[config.mk]
export PLATFORM = sky130hd
export DESIGN_NAME = rr_arbiter_fsm
export DESIGN_NICKNAME = d
export VERILOG_FILES = /design/src/rtl/rr_arbiter_fsm.sv
export SDC_FILE = /design/constraint.sdc
export NUM_CORES = 1
export LEC_CHECK = 0
export ABC_AREA = 1
export BUFFER_PORTS_ARGS = -buffer_cell sky130_fd_sc_hd__buf_2
export CAP_MARGIN = 20
export CORE_MARGIN = 4
export CORE_UTILIZATION = 41
export CTS_CLUSTER_DIAMETER = 150
export CTS_CLUSTER_SIZE = 28
export DETAILED_ROUTE_END_ITERATION = 10
export SLEW_MARGIN = 15
export SYNTH_ARGS = -nofsm -noshare
export SYNTH_HDL_FRONTEND = slang
export SYNTH_SLANG_ARGS = --single-unit
[constraint.sdc]
create_clock -name clk -period 1.6 [get_ports clk]
set_clock_uncertainty 0.1 [all_clocks]
set_input_delay 0.16 -clock clk [delete_from_list [all_inputs] [get_ports clk]]
set_output_delay 0.16 -clock clk [all_outputs]
set_load 0.03 [all_outputs]
[src/rtl/rr_arbiter_fsm.sv]
// N-requester arbiter for one shared resource: fixed-priority or round-robin winner
// select, direct holder-to-holder handoff, and optional preemption after MAX_HOLD cycles.
module rr_arbiter_fsm #(
    parameter  int N        = 4,
    parameter  int RR_MODE  = 1,
    parameter  int MAX_HOLD = 8,
    localparam int IDW      = (N > 1) ? $clog2(N) : 1,
    localparam int HCW      = ($clog2(MAX_HOLD + 1) > 1) ? $clog2(MAX_HOLD + 1) : 1
) (
    input  logic           clk,
    input  logic           rst,
    input  logic [N-1:0]   req,
    output logic [N-1:0]   gnt,
    output logic           gnt_valid,
    output logic [IDW-1:0] gnt_id,
    output logic [HCW-1:0] hold_cnt
);

    typedef enum logic {
        IDLE  = 1'b0,
        GRANT = 1'b1
    } state_t;

    localparam logic [HCW-1:0] HOLD_SAT = '1;

    state_t         state_q, state_d;
    logic [N-1:0]   gnt_q, gnt_d;
    logic [IDW-1:0] gnt_id_q, gnt_id_d;
    logic [HCW-1:0] hold_q, hold_d;
    logic [IDW-1:0] last_q, last_d;

    logic [N-1:0]   cand;
    logic           win_found;
    logic [IDW-1:0] win_idx;
    logic [N-1:0]   win_onehot;
    logic [HCW-1:0] hold_inc;
    logic           preempt_due;
    logic           take;

    // The current holder is never a candidate; in IDLE gnt_q is zero so nothing is masked.
    assign cand = req & ~gnt_q;

    always_comb begin
        win_found = 1'b0;
        win_idx   = '0;
        if (RR_MODE != 0) begin
            // Scan downwards so the nearest index after the pointer wins last.
            for (int k = N; k >= 1; k--) begin
                if (cand[(int'(last_q) + k) % N]) begin
                    win_found = 1'b1;
                    win_idx   = IDW'((int'(last_q) + k) % N);
                end
            end
        end else begin
            for (int i = N - 1; i >= 0; i--) begin
                if (cand[i]) begin
                    win_found = 1'b1;
                    win_idx   = IDW'(i);
                end
            end
        end
    end

    generate
        for (genvar gi = 0; gi < N; gi++) begin : g_win_dec
            assign win_onehot[gi] = (win_idx == IDW'(gi));
        end
    endgenerate

    assign hold_inc = (hold_q == HOLD_SAT) ? hold_q : hold_q + HCW'(1);
    // >= rather than == so a waiter arriving after the counter passed MAX_HOLD still preempts.
    assign preempt_due = (MAX_HOLD != 0) && (int'(hold_q) >= MAX_HOLD);

    always_comb begin
        state_d  = state_q;
        gnt_d    = gnt_q;
        gnt_id_d = gnt_id_q;
        hold_d   = hold_q;
        last_d   = last_q;
        take     = 1'b0;
        case (state_q)
            IDLE: begin
                if (win_found) take = 1'b1;
            end
            GRANT: begin
                if (!req[gnt_id_q]) begin
                    if (win_found) begin
                        take = 1'b1;
                    end else begin
                        state_d  = IDLE;
                        gnt_d    = '0;
                        gnt_id_d = '0;
                        hold_d   = '0;
                    end
                end else begin
                    hold_d = hold_inc;
                    if (preempt_due && win_found) take = 1'b1;
                end
            end
            default: begin
                state_d  = IDLE;
                gnt_d    = '0;
                gnt_id_d = '0;
                hold_d   = '0;
            end
        endcase
        if (take) begin
            state_d  = GRANT;
            gnt_d    = win_onehot;
            gnt_id_d = win_idx;
            hold_d   = HCW'(1);
            last_d   = win_idx;
        end
    end

    always_ff @(posedge clk) begin
        if (rst) begin
            state_q  <= IDLE;
            gnt_q    <= '0;
            gnt_id_q <= '0;
            hold_q   <= '0;
            last_q   <= IDW'(N - 1);
        end else begin
            state_q  <= state_d;
            gnt_q    <= gnt_d;
            gnt_id_q <= gnt_id_d;
            hold_q   <= hold_d;
            last_q   <= last_d;
        end
    end

    assign gnt       = gnt_q;
    assign gnt_valid = (state_q == GRANT);
    assign gnt_id    = gnt_id_q;
    assign hold_cnt  = hold_q;

endmodule
==> results.py <==
metrics = {
    "worst_setup_path": {
        "crit_arrival_ns": 1.72,
        "criticalPathCategory": "reg2reg",
        "cp.required_ns": 1.72,
        "critPathCaptureType": "register",
        "cp_max_fo": 6,
        "startpoint_type": "register",
    },
    "route": {
        "drtIter0Drc": 18,
        "firstDrtPassIters": 4,
        "vias": 949,
        "drc": 0,
        "wirelength_um": 2440,
        "avgViaCountPerCell": 4.87,
        "wl_per_cell_um": 12.5,
        "antenna_left": 0,
    },
    "final_layout": {
        "finalInstanceArea_um2": 1310,
        "finalNonFillerCells": 195,
        "insertedDiodeCount": 0,
        "nNetsFinal": 177,
        "final_common_cell": "nand2_1",
        "syn2layout_area_growth_pct": 50.0,
        "layout-drive-gt1-share_pct": 49.4,
        "final_cell_mix": "nand2_1 (21), inv_1 (19), nand2_2 (18)",
    },
    "die": {
        "core_area_um2": 2000,
        "start_util_pct": 43.6,
        "die_area_um2": 2930,
        "die_w_um": 54.2,
        "die_y_um": 54.2,
        "fp-row-count": 16,
        "io_pins": 17,
    },
    "power": {
        "p_leak_nw": 0.618,
        "irDropWorstVdd_mv": 1.15,
        "cellPowerDensity_nw_per_um2": 2060,
        "seqPwrFrac_pct": 18.6,
        "p_int_mw": 1.23,
        "swShare_pct": 54.4,
        "switchingPower_mw": 1.47,
        "combPwrFrac_pct": 73.7,
        "pwr-share-clk_pct": 7.7,
    },
    "timing": {
        "hold_viol": 0,
        "fin_ws_ns": -0.00394,
        "min_period_over_period_pct": 100,
        "worst_pin_slew_ns": 0.248,
        "setup_viol": 1,
        "period_needed_ns": 1.60,
        "maxSlewHeadroom_pct": 83.3,
        "rsz0062_at_grt": "true",
        "whs_ns": 0.0811,
        "fmax_mhz": 623,
        "slew_viol_final": 0,
    },
    "synthesis": {
        "synthesis.nets": 148,
        "synthTopCellsByArea": "dfxtp_1 (30%), nand2_1 (19%), inv_1 (9.0%)",
        "synthesis.area_um2": 873,
        "synth_area_leader_cell": "dfxtp_1",
        "syn_inst": 140,
        "synth_cell_type_count": 22,
        "ys_ff_latch": 13,
        "yosysSeqAreaShare_pct": 29.8,
        "yosys_warnings": 0,
        "synth_top_area_share_pct": 29.8,
        "avgSynthCellArea_um2": 6.24,
    },
    "place": {
        "placed_cell_area_um2": 1000,
        "post-dp-hpwl_um": 1640,
        "io_buffers": 16,
        "dp_slack_ns": -0.0138,
        "dp.cells": 185,
        "place_congestion": 0.837,
    },
    "hold_path": {
        "hp-class": "in2reg",
    },
    "clocking": {
        "ctsRootBufferMaster": "clkbuf_4",
        "cts_hold_buffers": 0,
        "path_clk_slew_ns": 0.08,
        "htreeDepth": 1,
        "clock_path_buffers": 2,
        "cts.sinks": 13,
        "cts_made_buffers": 3,
        "clk_latency_ns": 0.28,
        "cts_tree": "yes",
    },
    "grt": {
        "grt_max_degree": 10,
        "grt-ovfl-total": 0,
        "antenna_found_initial": 0,
        "track_usage_pct": 16.4,
        "first_global_vias": 841,
        "grt_pass1_wl_um": 3420,
    },
    "status": {
        "status": "finished with violations",
        "violations": "negative setup slack",
    },
    "flow_run": {
        "maxCapViolCount": 0,
    },
}
cell type report:
type / instances / area (um^2)
sequential: 13 / 264
tap: 27 / 33.8
clock buffer: 4 / 26.3
inverter: 23 / 98.8
multi-input combinational: 102 / 724
timing repair buffer: 26 / 163
fill: 185 / 692
cells by family (layout without fill, tap and decap cells):
logic type      after synthesis  in the layout  synth area share (%)
fa+ha+maj                     2              2                  2.86
simple gates                 83             83                  42.3
flops                        13             13                  29.8
xor+xnor                      3              3                  3.87
buf+inv                      25             53                  12.2
compound gates               14             14                  9.03
worst max-delay path, stage by stage (launching register included):
cell and delay [ns]:
dfxtp_2 0.35, buf_6 0.14, xor2_4 0.19, inv_2 0.07, nand2_2 0.10, nand2_2 0.06, nand2_2 0.08, nand2_2 0.05
nand2_2 0.09, nand2_4 0.08, nor2_4 0.10, nor2_1 0.04, nor2_1 0.10
power by group through the flow:
stage | combinational [mW] | sequential, mW | clock, mW
after floorplan | 0.887 | 0.601 | 0
after global placement | 1.30 | 0.483 | 0
after detailed placement | 1.30 | 0.485 | 0
after CTS | 1.32 | 0.478 | 0.218
after global routing | 2.18 | 0.513 | 0.232
final | 1.99 | 0.503 | 0.208
through the flow:
| stage | TNS [ns] | util (%) | power [mW] |
|---|---|---|---|
| 2_1_floorplan | 0 | - | 1.49 |
| 3_3_place_gp | -0.00744 | 50.1 | 1.78 |
| 3_5_place_dp | -0.0138 | 50.1 | 1.79 |
| 4_1_cts | 0 | 51.6 | 2.02 |
| 5_1_grt | -0.537 | 65.4 | 2.93 |
| 6_report | -0.00394 | 65.4 | 2.70 |
synthesized netlist by cell type (all sizes together):
cell,number
nand2,48
a21oi,7
o211ai,2
buf,2
a31oi,1
inv,23
nand3,16
nor2,18
nand4,1
o21ai,3
dfxtp,13
a21boi,1
xor2,3
ha,2
per-layer routing:
layer	track usage [%]	vias to the layer above	part of all wire, %
li1	-	491	-
met1	18.5	425	42
met2	29.3	27	52
met3	4.16	6	4.5
met4	6.22	0	1.6
met5	0	-	0
registers in the layout, indices dropped and copies added (netlist names):
signal,flops
gnt,4
hold_cnt,4
gnt_id,2
last_q,2
gnt_valid,1
final timing paths:
| check | from | end | slack, ns | depth (start not counted) |
|---|---|---|---|---|
| worst min-delay path | rst | gnt_id[1] | 0.08 | 2 |
| worst min register to register | gnt[0] | gnt[0] | 0.38 | 2 |
| worst max register to register | last_q[0] | gnt[3] | -0.004 | 12 |
| worst max-delay path | last_q[0] | gnt[3] | -0.004 | 12 |
timing repair:
action                     4_1_cts  5_1_grt
setup buffers                    0        6
resized for setup                1       62
setup endpoints to repair        1       12
pin swaps                        1       23
Power figures use the tool's default switching activity.
